$ cat src/rtl/de_pipe_reg_pkg.sv
// Shared definitions for the pipeline stage registers: NOP encoding, reset PC,
// Tnew width and the Tnew hand-over helper.
package de_pipe_reg_pkg;

   localparam logic [31:0] NOP_INSTR        = 32'h0000_0000;
   localparam logic [31:0] PC_RESET_DEFAULT = 32'h0000_3000;
   localparam int          TNEW_W           = 2;

   typedef logic [TNEW_W-1:0] tnew_t;

   // One stage later a pending result is one cycle closer; floor at zero.
   function automatic tnew_t tnew_dec(input tnew_t t);
      return (t == '0) ? '0 : t - 1'b1;
   endfunction

endpackage

$ cat src/rtl/de_pipe_reg_sat_counter.sv
// Saturating incrementer with asynchronous active-high reset, shared by the
// stage registers' perf counters.
module sat_counter #(
   parameter int W = 32
) (
   input  logic         clk,
   input  logic         reset,
   input  logic         inc,
   output logic [W-1:0] count
);

   always_ff @(posedge clk or posedge reset) begin
      if (reset) begin
         count <= '0;
      end else if (inc && (count != '1)) begin
         // NOTE: sequential state is always written with <= so every flop samples pre-edge values.
         count <= count + 1'b1;
      end
   end

endmodule

$ cat src/rtl/de_pipe_reg.sv
// Decode-to-Execute pipeline register: captures the D bundle each edge, turns a
// hazard stall into a NOP bubble, and counts inserted bubbles.
module de_pipe_reg
   import de_pipe_reg_pkg::*;
#(
   parameter logic [31:0] PC_RESET = PC_RESET_DEFAULT,
   parameter int          CNT_W    = 32
) (
   input  logic             clk,
   input  logic             reset,
   input  logic             stall,
   input  logic             D_valid,
   input  logic [31:0]      D_pc,
   input  logic [31:0]      D_instr,
   input  logic [31:0]      D_rs_data,
   input  logic [31:0]      D_rt_data,
   input  logic [15:0]      D_imm16,
   input  logic [25:0]      D_imm26,
   input  logic [4:0]       D_A3,
   input  logic [1:0]       D_Tnew,
   output logic             E_valid,
   output logic [31:0]      E_pc,
   output logic [31:0]      E_instr,
   output logic [31:0]      E_rs_data,
   output logic [31:0]      E_rt_data,
   output logic [15:0]      E_imm16,
   output logic [25:0]      E_imm26,
   output logic [4:0]       E_A3,
   output logic [1:0]       E_Tnew,
   output logic [CNT_W-1:0] bubble_cnt
);

   always_ff @(posedge clk or posedge reset) begin
      if (reset) begin
         E_valid   <= 1'b0;
         E_pc      <= PC_RESET;
         E_instr   <= NOP_INSTR;
         E_rs_data <= '0;
         E_rt_data <= '0;
         E_imm16   <= '0;
         E_imm26   <= '0;
         E_A3      <= '0;
         E_Tnew    <= '0;
      end else if (stall) begin
         // Bubble keeps the held instruction's PC so traces show where E stalled.
         E_valid   <= 1'b0;
         E_pc      <= D_pc;
         E_instr   <= NOP_INSTR;
         E_rs_data <= '0;
         E_rt_data <= '0;
         E_imm16   <= '0;
         E_imm26   <= '0;
         E_A3      <= '0;
         E_Tnew    <= '0;
      end else begin
         E_valid   <= D_valid;
         E_pc      <= D_pc;
         E_instr   <= D_instr;
         E_rs_data <= D_rs_data;
         E_rt_data <= D_rt_data;
         E_imm16   <= D_imm16;
         E_imm26   <= D_imm26;
         // An invalid slot must never claim a write-back target.
         E_A3      <= D_valid ? D_A3 : 5'd0;
         E_Tnew    <= tnew_dec(D_Tnew);
      end
   end

   sat_counter #(
      .W(CNT_W)
   ) u_bubble_cnt (
      .clk   (clk),
      .reset (reset),
      .inc   (stall),
      .count (bubble_cnt)
   );

endmodule

$ cat config.mk
export PLATFORM = sky130hd
export DESIGN_NAME = de_pipe_reg
export DESIGN_NICKNAME = d
export VERILOG_FILES = /design/src/rtl/de_pipe_reg_pkg.sv /design/src/rtl/de_pipe_reg_sat_counter.sv /design/src/rtl/de_pipe_reg.sv
export SDC_FILE = /design/constraint.sdc
export NUM_CORES = 1
export LEC_CHECK = 0
export CAP_MARGIN = 20
export CORE_AREA = 2 2 150 152
export DETAILED_ROUTE_END_ITERATION = 8
export DIE_AREA = 0 0 152 154
export HOLD_SLACK_MARGIN = 0.03
export PLACE_DENSITY = 0.75
export SETUP_SLACK_MARGIN = 0.4
export SYNTH_ARGS = -nofsm -noshare
export SYNTH_HDL_FRONTEND = slang
export SYNTH_HIERARCHICAL = 1
export SYNTH_SLANG_ARGS = --single-unit
$ cat constraint.sdc
create_clock -name clk -period 14.6 [get_ports clk]
set_clock_uncertainty 0.2 [all_clocks]
set_input_delay 2.92 -clock clk [delete_from_list [all_inputs] [get_ports clk]]
set_output_delay 2.92 -clock clk [all_outputs]
set_load 0.05 [all_outputs]
==> metrics.json, run 1 <==
{
  "outcome": {
    "outcome": "finished clean"
  },
  "final_layout": {
    "layout-area-overhead-vs-synth_pct": 72.98,
    "final_core_util": 0.5614,
    "final_layout_size_suffix_gt1_frac": 0.06674,
    "num-nets-final": 1063,
    "finalInstanceArea_mm2": 0.01218,
    "regArea_mm2": 0.005258,
    "nFillCells": 1791,
    "multi_input_comb_area_mm2": 0.001672
  },
  "route": {
    "detail_route.wirelength_um": 21460,
    "met2_length_um": 10510,
    "detail_route.wl_per_cell_um": 18.18,
    "first_pass_detailed_route_iteration_total": 4,
    "detail-route-antenna-nets": 0,
    "wire_length_on_met3_um": 1927,
    "routedLengthMet1_um": 8112,
    "post_drt_via_cell_ratio": 4.357,
    "drt-initial-drc-count": 164,
    "top_signal_layer_used": "met5",
    "drc": 0,
    "detailroute.via_count": 5141
  },
  "clock_network": {
    "clock_tree.buffer_depth": 3,
    "cts_hold_buf": 0,
    "insertion_delay_ns": 0.52,
    "cts_root_buf": "clkbuf_16",
    "cts.clk_slew.worst_paths_ns": 0.06,
    "cts-buffers-inserted": 24,
    "cts.sink_count": 210,
    "post_cts.resized_instances": 0,
    "postCtsSetupRepairBufs": 0,
    "clock_tree.htree_level_count": 1,
    "cts_tree": "built"
  },
  "power": {
    "power_per_cell_area_mw_per_mm2": 133.7,
    "vdd_drop_max_mv": 0.08326,
    "leak_pwr_nw": 5.236
  },
  "global_route": {
    "overflow": 0,
    "antenna_found_initial": 3,
    "grt_pass1_wl_um": 32680,
    "first_global_vias": 5340,
    "global_route.usage.total": 0.1806,
    "grt_max_degree": 97
  },
  "logic_synthesis": {
    "mappedNetlistNets": 662,
    "postSynth.topFlopCell": "dfrtp_1",
    "synth-edff-count": 0,
    "part_of_the_yosys_area_used_for_sequential_elements": 0.7469,
    "synth.distinct_cells": 34,
    "postSynth.asyncResetShare": 1.000,
    "ys_warn_count": 6,
    "syn_avg_cell_area_um2": 14.67,
    "netlist_instances": 480,
    "ys_seq_elements": 210,
    "post_synth_instance_area_mm2": 0.007039
  },
  "critical_path": {
    "timing.critical_path.to_type": "output port",
    "critPathLaunchType": "flip-flop",
    "critPathRequiredTime_ns": 11.48,
    "worstReg2RegEnd": "u_bubble_cnt/count[1]$_DFFE_PP0P_",
    "crit_path_cell_trace": "clkdlybuf4s50_1",
    "cp_slowest_cell": "clkdlybuf4s50_1",
    "worst-path-max-fanout": 6,
    "worst-path-buf-inv": 1,
    "timing.rr.start": "u_bubble_cnt/count[19]$_DFFE_PP0P_",
    "ff2ff_setup_slack_ns": 11.82,
    "max_stage_delay_ns": 0.87,
    "timing.reg2reg.worst_path_depth": 5,
    "arrival_ns": 1.86,
    "worstSetupPathDepth": 1,
    "path_class": "reg2out",
    "path_delay_family": "buffers and inverters"
  },
  "sta": {
    "slew-limit-headroom": 0.3641,
    "period_minus_slack_ns": 4.977,
    "timing_max_transition_violations_final": 0,
    "setup-violations-final": 0,
    "finalHoldViolations": 0,
    "fin_crit_sh": 0.3409,
    "maxClockFrequency_mhz": 200.9,
    "grt_setup_unrepaired": "no",
    "worst_pin_slew_ns": 0.9539,
    "totalNegativeSetupSlack_ns": 0
  },
  "placement": {
    "place.detailed.hpwl_um": 15610,
    "port_buffers": 390,
    "gp_routability_congestion": 0.7933,
    "post_dp_cell_area_mm2": 0.01122
  },
  "hold_path": {
    "whs_path_depth": 1,
    "min_to": "u_bubble_cnt/count[23]$_DFFE_PP0P_",
    "min_from": "u_bubble_cnt/count[23]$_DFFE_PP0P_",
    "hold_class": "reg2reg"
  },
  "floorplan": {
    "coreArea_mm2": 0.02169,
    "die_h_um": 154,
    "number_of_top_level_pins": 391,
    "die_area_mm2": 0.02341,
    "floorplan.initialDensity": 0.3246,
    "placement_rows": 54,
    "die_width_um": 152
  },
  "job": {
    "maxCapViolations": 0
  }
}
==> stage by stage <==
stage	setup WS [ns]	total power, mW	std cells	hold slack (ns)
floorplan	6.653	0.8166	480	0.5968
global placement	9.216	0.9517	1134	0.2779
detailed placement	9.196	0.9558	1134	0.2904
CTS	9.586	1.649	1178	0.3027
global route	9.546	1.692	1180	0.3323
finish	9.623	1.628	1180	0.3010
==> cells in the mapped netlist, types with 4 or more instances <==
cell / n / area, um^2
dfrtp_1: 208 / 5205
nor2_1: 4 / 15.01
buf_2: 15 / 75.07
nand2_1: 7 / 26.28
and3b_1: 6 / 52.55
and3_1: 10 / 62.56
nand4_1: 10 / 62.56
nor2b_1: 139 / 869.6
xnor2_1: 26 / 227.7
inv_1: 4 / 15.01
nand3_1: 22 / 110.1
==> cells by family (layout without fill, tap and decap cells) <==
| family | after synthesis | in the layout | share of synthesized area |
|---|---|---|---|
| muxes | 2 | 2 | 0.003022 |
| and+or+nand+nor | 208 | 208 | 0.1845 |
| AOI/OAI and AO/OA | 8 | 8 | 0.01333 |
| DFF | 210 | 210 | 0.7469 |
| xor gates and xnor gates | 28 | 28 | 0.03484 |
| adders and majority gates | 1 | 1 | 0.001777 |
| buffers and inverters | 23 | 442 | 0.01564 |
| other | 0 | 1 | 0 |
==> flip-flops by register name, indices dropped and copies added, names as in the netlist <==
name                flops
E_A3                    5
E_Tnew                  2
E_imm16                16
E_imm26                26
E_instr                32
E_pc                   32
E_rs_data              32
E_rt_data              32
E_valid                 1
u_bubble_cnt/count     32
==> report_power, final <==
part	switching [mW]	total (mW)	internal, mW
Sequential	0.0218	0.638	0.617
Clock	0.245	0.684	0.439
Combinational	0.184	0.305	0.121
Total	0.451	1.63	1.18
==> layout make-up <==
class                           instances  area share
Antenna cell                            1   0.0002055
Clock buffer                           31     0.05641
Clock inverter                         13     0.01942
Inverter                                4    0.001644
Multi-Input combinational cell        247      0.1373
Sequential cell                       210      0.4318
Tap cell                              280     0.02877
Timing Repair Buffer                  394      0.3245
==> layout by cell type, fill, tap and decap left out, types with 2 or more instances in the layout <==
cell type,instances
xor2_1,2
nand2_1,7
nor2_1,4
dfstp_2,2
clkbuf_8,6
nand3_1,22
xnor2_1,26
a21oi_1,2
and3b_1,6
clkbuf_16,24
nor2b_1,139
clkinv_4,3
buf_4,4
bufinv_16,6
clkdlybuf4s50_1,389
nand4_1,10
inv_1,3
clkinv_2,3
dfrtp_1,208
a41oi_1,2
and3_1,10
a31oi_1,2
==> metal layers <==
metal	up-vias	GRT usage
li1	2349	-
met1	2477	0.2122
met2	252	0.3005
met3	61	0.06398
met4	2	0.07833
met5	-	0
==> worst max-delay path by stage <==
stage | from | endpoint | slack, ns
after floorplan | reset | E_A3[0]$_DFF_PP0_ | 6.65
after global placement | reset | E_rt_data[23]$_DFF_PP0_ | 9.22
after detailed placement | reset | E_rt_data[20]$_DFF_PP0_ | 9.20
after CTS | u_bubble_cnt/count[4]$_DFFE_PP0P_ | bubble_cnt[4] | 9.59
after global routing | u_bubble_cnt/count[4]$_DFFE_PP0P_ | bubble_cnt[4] | 9.55
final | u_bubble_cnt/count[4]$_DFFE_PP0P_ | bubble_cnt[4] | 9.62
(Power assumes the default switching activity.)
==> run 2, diff against run 1 <==
--- a/config.mk
+++ b/config.mk
@@ -6,9 +6,9 @@
 export NUM_CORES = 1
 export LEC_CHECK = 0
 export CAP_MARGIN = 20
-export CORE_AREA = 2 2 150 152
+export CORE_AREA = 2 2 154 156
 export DETAILED_ROUTE_END_ITERATION = 8
-export DIE_AREA = 0 0 152 154
+export DIE_AREA = 0 0 156 158
 export HOLD_SLACK_MARGIN = 0.03
 export PLACE_DENSITY = 0.75
 export SETUP_SLACK_MARGIN = 0.4
==> constraint.sdc (replaced) <==
create_clock -name clk -period 4.4 [get_ports clk]
set_clock_uncertainty 0.2 [all_clocks]
set_input_delay 0.88 -clock clk [delete_from_list [all_inputs] [get_ports clk]]
set_output_delay 0.88 -clock clk [all_outputs]
set_load 0.05 [all_outputs]
==> run 2 against run 1 <==
Compared with the run above:
- combinational power rose to 3.3 times the previous value
- sequential power grew to 3.3 times the previous value
- critical path depth stayed put
- critical endpoint is now bubble_cnt[11]
- non-clock buffer count up 2
- register-to-register slack got worse by 10 ns
- clock-buffer cell count up 6
- utilization is 3.6 points lower
- sequential cell count is the same
==> metrics.json, run 2 (same netlist as run 1, synthesis figures left out) <==
{
  "sta": {
    "finalHoldViolations": {"value": 0, "change": "unchanged"},
    "worst_pin_slew": {"value": 0.9862, "unit": "ns", "change": "+0.03231 ns"},
    "period_minus_slack_ns": 2.910,
    "setup-violations-final": {"value": 0, "change": "unchanged"},
    "maxClockFrequency_mhz": 343.6,
    "timing_max_transition_violations_final": {"value": 0, "change": "unchanged"},
    "timing.hold.ws": {"value": 0.2986, "unit": "ns", "change": "-0.002408 ns"},
    "slew-limit-headroom": {"value": 0.3425, "change": "-0.02154"},
    "fin_crit_sh": 0.6614,
    "grt_setup_unrepaired": "no",
    "totalNegativeSetupSlack": {"value": 0, "unit": "ns", "change": "unchanged"}
  },
  "global_route": {
    "grt_pass1_wl": {"value": 30550, "unit": "um", "change": "-6.5%"},
    "first_global_vias": {"value": 5233, "change": "-2.0%"},
    "antenna_found_initial": {"value": 0, "change": "-3"},
    "grt_max_degree": {"value": 96, "change": "-1.0%"},
    "overflow": {"value": 0, "change": "unchanged"},
    "global_route.usage.total": {"value": 0.1619, "change": "-0.01861"}
  },
  "final_layout": {
    "multi_input_comb_area": {"value": 0.001672, "unit": "mm^2", "change": "unchanged"},
    "layout-area-overhead-vs-synth_pct": 72.11,
    "num-nets-final": {"value": 1065, "change": "+0.19%"},
    "antenna_cells_inserted": {"value": 0, "change": "-1"},
    "regArea": {"value": 0.005258, "unit": "mm^2", "change": "unchanged"},
    "final_common_cell": "clkdlybuf4s50_1",
    "nFillCells": {"value": 1933, "change": "+7.9%"},
    "most_used_cells_in_the_layout_excluding_fill_and_tap_cells": "clkdlybuf4s50_1 (389), dfrtp_1 (208), nor2b_1 (139)",
    "final_layout_size_suffix_gt1_frac": {"value": 0.06444, "change": "-0.002296"}
  },
  "route": {
    "drt-initial-drc-count": {"value": 267, "change": "+63%"},
    "detailroute.via_count": {"value": 5126, "change": "-0.29%"},
    "detail_route.wl_per_cell": {"value": 17.56, "unit": "um", "change": "-3.4%"},
    "detail_route.wirelength": {"value": 20900, "unit": "um", "change": "-2.6%"},
    "first_pass_detailed_route_iteration_total": {"value": 4, "change": "unchanged"},
    "drc": {"value": 0, "change": "unchanged"},
    "post_drt_via_cell_ratio": {"value": 4.308, "change": "-1.1%"},
    "detail-route-antenna-nets": {"value": 0, "change": "unchanged"}
  },
  "power": {
    "power_per_cell_area": {"value": 428.1, "unit": "mW/mm^2", "change": "+220%"},
    "leak_pwr": {"value": 5.202, "unit": "nW", "change": "-0.66%"},
    "power.total": {"value": 5.187, "unit": "mW", "change": "+220%"},
    "vdd_drop_max": {"value": 0.3741, "unit": "mV", "change": "+350%"}
  },
  "floorplan": {
    "floorplan.initialDensity": {"value": 0.3054, "change": "-0.01920"},
    "die_width": {"value": 156, "unit": "um", "change": "+2.6%"},
    "coreArea": {"value": 0.02305, "unit": "mm^2", "change": "+6.3%"},
    "placement_rows": {"value": 56, "change": "+3.7%"},
    "die_area": {"value": 0.02465, "unit": "mm^2", "change": "+5.3%"},
    "number_of_top_level_pins": {"value": 391, "change": "unchanged"},
    "die_h": {"value": 158, "unit": "um", "change": "+2.6%"}
  },
  "clock_network": {
    "cts_root_buf": "clkbuf_16",
    "postCtsSetupRepairBufs": {"value": 0, "change": "unchanged"},
    "post_cts.resized_instances": {"value": 0, "change": "unchanged"},
    "insertion_delay": {"value": 0.51, "unit": "ns", "change": "about the same"},
    "clock_tree.htree_level_count": {"value": 1, "change": "unchanged"},
    "cts_hold_buf": {"value": 0, "change": "unchanged"},
    "clock_tree.buffer_depth": {"value": 3, "change": "unchanged"},
    "cts.clk_slew.worst_paths": {"value": 0.06, "unit": "ns", "change": "about the same"},
    "cts_tree": "built",
    "cts-buffers-inserted": {"value": 24, "change": "unchanged"},
    "cts.sink_count": {"value": 210, "change": "unchanged"}
  },
  "placement": {
    "gp_routability_congestion": {"value": 0.7795, "change": "-1.7%"},
    "place.detailed.hpwl": {"value": 15510, "unit": "um", "change": "-0.64%"},
    "port_buffers": {"value": 390, "change": "unchanged"}
  },
  "critical_path": {
    "max_stage_delay": {"value": 0.88, "unit": "ns", "change": "about the same"},
    "path_delay_family": "buffers and inverters",
    "crit_path_cell_trace": "clkdlybuf4s50_1",
    "arrival": {"value": 1.83, "unit": "ns", "change": "-0.03 ns"},
    "crit_path_start": "u_bubble_cnt/count[11]$_DFFE_PP0P_",
    "critPathRequiredTime": {"value": 3.32, "unit": "ns", "change": "-8.16 ns"},
    "cp_slowest_cell": "clkdlybuf4s50_1",
    "path_class": "reg2out",
    "worstReg2RegEnd": "u_bubble_cnt/count[1]$_DFFE_PP0P_",
    "timing.reg2reg.worst_path_depth": {"value": 5, "change": "unchanged"},
    "ff2ff_setup_slack": {"value": 1.68, "unit": "ns", "change": "-10.14 ns"},
    "worst-path-buf-inv": {"value": 1, "change": "unchanged"},
    "critPathLaunchType": "flip-flop",
    "worst-path-max-fanout": {"value": 5, "change": "-1"},
    "timing.rr.start": "u_bubble_cnt/count[19]$_DFFE_PP0P_",
    "timing.critical_path.to_type": "output port"
  },
  "outcome": {
    "outcome": "finished clean"
  },
  "hold_path": {
    "min_to": "u_bubble_cnt/count[10]$_DFFE_PP0P_",
    "hold_class": "reg2reg",
    "whs_path_depth": {"value": 1, "change": "unchanged"},
    "min_from": "u_bubble_cnt/count[10]$_DFFE_PP0P_"
  },
  "job": {
    "maxCapViolations": {"value": 0, "change": "unchanged"}
  }
}
==> run 2: cell types whose count changed in the layout (fill, tap and decap cells not counted), sizes merged <==
cell | before | now
bufinv | 6 | 2
buf | 5 | 7
diode | 1 | 0
clkinvlp | 1 | 2
clkinv | 7 | 3
clkbuf | 31 | 37
==> run 2: worst max-delay path by stage <==
stage	end	cells past startpoint
after detailed placement	u_bubble_cnt/count[29]$_DFFE_PP0P_	6
after CTS	bubble_cnt[11]	1
after global placement	u_bubble_cnt/count[31]$_DFFE_PP0P_	6
after floorplan	E_A3[0]$_DFF_PP0_	1
after global routing	bubble_cnt[2]	1
final	bubble_cnt[11]	1
==> run 2: power by group <==
group,internal (mW),switching [mW],leakage [nW],total (mW)
sequential,2.05,0.0729,2.69,2.12
combinational,0.404,0.608,2.10,1.01
clock,1.28,0.771,0.410,2.06
==> run 2: metrics by stage <==
stage               setup slack, ns  cells  instance area, um^2  utilization
CTS                           1.463   1190                12120       0.5256
global route                  1.413   1190                12120       0.5256
finish                        1.490   1190                12120       0.5256
global placement              1.645   1147                11280       0.4894
detailed placement            1.617   1147                11280       0.4894
floorplan                     1.041    480                 7043            -
==> run 2: final cells by class <==
class                      instances  share of cell area
tap                              290             0.02995
clock buffer                      37             0.06196
multi-input combinational        247              0.1380
sequential                       210              0.4340
timing repair buffer             396              0.3278
clock inverter                     6            0.006816
inverter                           4            0.001549
==> run 2: layer usage <==
| metal | global-route usage | up-vias | part of all wire |
|---|---|---|---|
| met5 | 0 | - | 0 |
| met4 | 0.05286 | 0 | 0.031 |
| met3 | 0.05886 | 41 | 0.091 |
| met2 | 0.2750 | 230 | 0.50 |
| met1 | 0.1917 | 2511 | 0.38 |
| li1 | - | 2344 | - |
==> run 3, diff against run 2 <==
--- a/config.mk
+++ b/config.mk
@@ -6,11 +6,11 @@
 export NUM_CORES = 1
 export LEC_CHECK = 0
 export CAP_MARGIN = 20
-export CORE_AREA = 2 2 154 156
+export CORE_AREA = 2 2 152 154
 export DETAILED_ROUTE_END_ITERATION = 8
-export DIE_AREA = 0 0 156 158
+export DIE_AREA = 0 0 154 156
 export HOLD_SLACK_MARGIN = 0.03
-export PLACE_DENSITY = 0.75
+export PLACE_DENSITY = 0.74
 export SETUP_SLACK_MARGIN = 0.4
 export SYNTH_ARGS = -nofsm -noshare
 export SYNTH_HDL_FRONTEND = slang
==> constraint.sdc (replaced) <==
create_clock -name clk -period 3 [get_ports clk]
set_clock_uncertainty 0.2 [all_clocks]
set_input_delay 0.6 -clock clk [delete_from_list [all_inputs] [get_ports clk]]
set_output_delay 0.6 -clock clk [all_outputs]
set_load 0.05 [all_outputs]
==> run 3 against run 2 <==
Compared with the run above:
- cell count fell by 0.42%
- cell area fell by 0.52%
- total power rose by 40%
- clock-buffer cell count fell by 3
- hold slack improved by 0.0023 ns
- clock power rose by 30%
- worst setup slack got worse by 1.0 ns
- critical path type unchanged
- sequential cell count did not move
- register-to-register slack got worse by 1.1 ns
==> metrics.json, run 3 (same netlist as run 1, synthesis figures left out) <==
{
  "outcome": {
    "outcome": "finished clean"
  },
  "route": {
    "post_drt_via_cell_ratio": {"value": 4.351, "change": "+1.0%"},
    "drt-initial-drc-count": {"value": 214, "change": "-20%"},
    "detail_route.wirelength": {"value": 21300, "unit": "um", "change": "+1.9%"},
    "drc": {"value": 0, "change": "unchanged"},
    "detail_route.wl_per_cell": {"value": 17.97, "unit": "um", "change": "+2.3%"},
    "detailroute.via_count": {"value": 5156, "change": "+0.59%"},
    "wire_length_on_met3": {"value": 1952, "unit": "um", "change": "+2.9%"},
    "first_pass_detailed_route_iteration_total": {"value": 4, "change": "unchanged"},
    "met2_length": {"value": 10800, "unit": "um", "change": "+3.9%"},
    "top_signal_layer_used": "met5",
    "routedLengthMet1": {"value": 8143, "unit": "um", "change": "+2.2%"},
    "detail-route-antenna-nets": {"value": 0, "change": "unchanged"}
  },
  "critical_path": {
    "ff2ff_setup_slack": {"value": 0.62, "unit": "ns", "change": "-1.06 ns"},
    "cp_slowest_cell": "clkdlybuf4s50_1",
    "path_delay_family": "buffers and inverters",
    "worst-path-max-fanout": {"value": 4, "change": "-1"},
    "worst-path-buf-inv": {"value": 1, "change": "unchanged"},
    "max_stage_delay": {"value": 0.84, "unit": "ns", "change": "-0.04 ns"},
    "critPathRequiredTime": {"value": 2.20, "unit": "ns", "change": "-1.12 ns"},
    "critPathLaunchType": "flip-flop",
    "crit_path_cell_trace": "clkdlybuf4s50_1",
    "timing.critical_path.to_type": "output port",
    "path_class": "reg2out",
    "arrival": {"value": 1.75, "unit": "ns", "change": "-0.08 ns"}
  },
  "sta": {
    "grt_setup_unrepaired": "no",
    "worst_pin_slew": {"value": 0.7682, "unit": "ns", "change": "-0.2180 ns"},
    "timing_max_transition_violations_final": {"value": 0, "change": "unchanged"},
    "period_minus_slack_ns": 2.550,
    "finalHoldViolations": {"value": 0, "change": "unchanged"},
    "setup-violations-final": {"value": 0, "change": "unchanged"},
    "slew-limit-headroom": {"value": 0.4879, "change": "+0.1453"},
    "timing.hold.ws": {"value": 0.3009, "unit": "ns", "change": "+0.002283 ns"},
    "maxClockFrequency_mhz": 392.2,
    "fin_crit_sh": 0.8500,
    "totalNegativeSetupSlack": {"value": 0, "unit": "ns", "change": "unchanged"}
  },
  "final_layout": {
    "final_common_cell": "clkdlybuf4s50_1",
    "antenna_cells_inserted": {"value": 0, "change": "unchanged"},
    "final_core_util": {"value": 0.5389, "change": "+0.01334"},
    "final_layout_size_suffix_gt1_frac": {"value": 0.06000, "change": "-0.004444"},
    "layout-area-overhead-vs-synth_pct": 71.22,
    "num-nets-final": {"value": 1067, "change": "+0.19%"},
    "most_used_cells_in_the_layout_excluding_fill_and_tap_cells": "clkdlybuf4s50_1 (363), dfrtp_1 (208), nor2b_1 (139)",
    "finish.cell_count_without_fillers": {"value": 1185, "change": "-0.42%"}
  },
  "clock_network": {
    "postCtsSetupRepairBufs": {"value": 0, "change": "unchanged"},
    "cts.clk_slew.worst_paths": {"value": 0.06, "unit": "ns", "change": "about the same"},
    "cts_tree": "built",
    "cts_hold_buf": {"value": 0, "change": "unchanged"},
    "cts.sink_count": {"value": 210, "change": "unchanged"},
    "clock_tree.htree_level_count": {"value": 1, "change": "unchanged"},
    "cts_root_buf": "clkbuf_16",
    "clock_tree.buffer_depth": {"value": 3, "change": "unchanged"},
    "cts-buffers-inserted": {"value": 23, "change": "-4.2%"},
    "insertion_delay": {"value": 0.50, "unit": "ns", "change": "about the same"}
  },
  "floorplan": {
    "number_of_top_level_pins": {"value": 391, "change": "unchanged"},
    "floorplan.initialDensity": {"value": 0.3147, "change": "+0.009379"},
    "die_h": {"value": 156, "unit": "um", "change": "-1.3%"},
    "placement_rows": {"value": 55, "change": "-1.8%"},
    "coreArea": {"value": 0.02237, "unit": "mm^2", "change": "-3.0%"},
    "die_area": {"value": 0.02402, "unit": "mm^2", "change": "-2.5%"},
    "die_width": {"value": 154, "unit": "um", "change": "-1.3%"}
  },
  "job": {
    "maxCapViolations": {"value": 0, "change": "unchanged"}
  },
  "global_route": {
    "grt_max_degree": {"value": 153, "change": "+59%"},
    "grt_pass1_wl": {"value": 31940, "unit": "um", "change": "+4.5%"},
    "antenna_found_initial": {"value": 1, "change": "+1"},
    "first_global_vias": {"value": 5320, "change": "+1.7%"},
    "overflow": {"value": 0, "change": "unchanged"},
    "global_route.usage.total": {"value": 0.1725, "change": "+0.01056"}
  },
  "power": {
    "leak_pwr": {"value": 5.408, "unit": "nW", "change": "+4.0%"},
    "vdd_drop_max": {"value": 0.6394, "unit": "mV", "change": "+71%"},
    "power_per_cell_area": {"value": 602.3, "unit": "mW/mm^2", "change": "+41%"}
  },
  "placement": {
    "placed_cells": {"value": 1145, "change": "-0.17%"},
    "port_buffers": {"value": 390, "change": "unchanged"},
    "place.detailed.hpwl": {"value": 15890, "unit": "um", "change": "+2.5%"},
    "gp_routability_congestion": {"value": 0.7812, "change": "+0.22%"}
  },
  "hold_path": {
    "hold_class": "reg2reg"
  }
}
run 3: changes by cell type in the layout (fill, tap and decap cells not counted), sizes merged:
cell           before  now
clkdlybuf4s50     389  363
dlymetal6s2s        0   13
bufinv              2    1
clkinvlp            2    4
buf                 7   10
dlygate4sd2         0   13
clkinv              3    2
clkbuf             37   34
run 3: metrics by stage:
step           power [mW]  setup WS, ns  cell area (um^2)
3_3_place_gp        4.636        0.5227             11320
2_1_floorplan       3.975      -0.07898              7043
4_1_cts             7.353        0.4018             12020
5_1_grt             7.554        0.4051             12050
3_5_place_dp        4.657        0.4674             11320
6_report            7.260        0.4501             12050
run 3: layer usage:
layer / global-route usage / vias up
met4: 0.04228 / 2
met3: 0.06306 / 33
met2: 0.2970 / 228
met5: 0 / -
li1: - / 2354
met1: 0.2063 / 2539
run 3: final timing paths:
check / from / to / cells past startpoint
max: u_bubble_cnt/count[15]$_DFFE_PP0P_ / bubble_cnt[15] / 1
min: u_bubble_cnt/count[23]$_DFFE_PP0P_ / u_bubble_cnt/count[23]$_DFFE_PP0P_ / 1
max reg2reg: u_bubble_cnt/count[7]$_DFFE_PP0P_ / u_bubble_cnt/count[23]$_DFFE_PP0P_ / 5
min reg2reg: u_bubble_cnt/count[23]$_DFFE_PP0P_ / u_bubble_cnt/count[23]$_DFFE_PP0P_ / 1
max in group asynchronous: reset / E_instr[23]$_DFF_PP0_ / 3
min in group asynchronous: reset / E_imm16[8]$_DFF_PP0_ / 2
run 3: layout make-up:
| cell class | count | area, um^2 |
|---|---|---|
| Timing Repair Buffer | 399 | 4035 |
| Tap cell | 285 | 356.6 |
| Clock buffer | 34 | 646.9 |
| Sequential cell | 210 | 5258 |
| Fill cell | 1863 | 10310 |
| Inverter | 4 | 18.77 |
| Multi-Input combinational cell | 247 | 1672 |
| Clock inverter | 6 | 66.31 |
run 3: report_power, final:
part / switching (mW) / leakage (nW) / internal (mW) / total [mW]
Clock: 1.10 / 0.337 / 1.58 / 2.68
Sequential: 0.102 / 2.69 / 3.00 / 3.10
Combinational: 0.896 / 2.38 / 0.580 / 1.48
run 3: timing repair:
action | in CTS | in global routing
endpoints found under the hold margin | 0 | 0
setup endpoints to repair | 13 | 13
resized for setup | 13 | 13
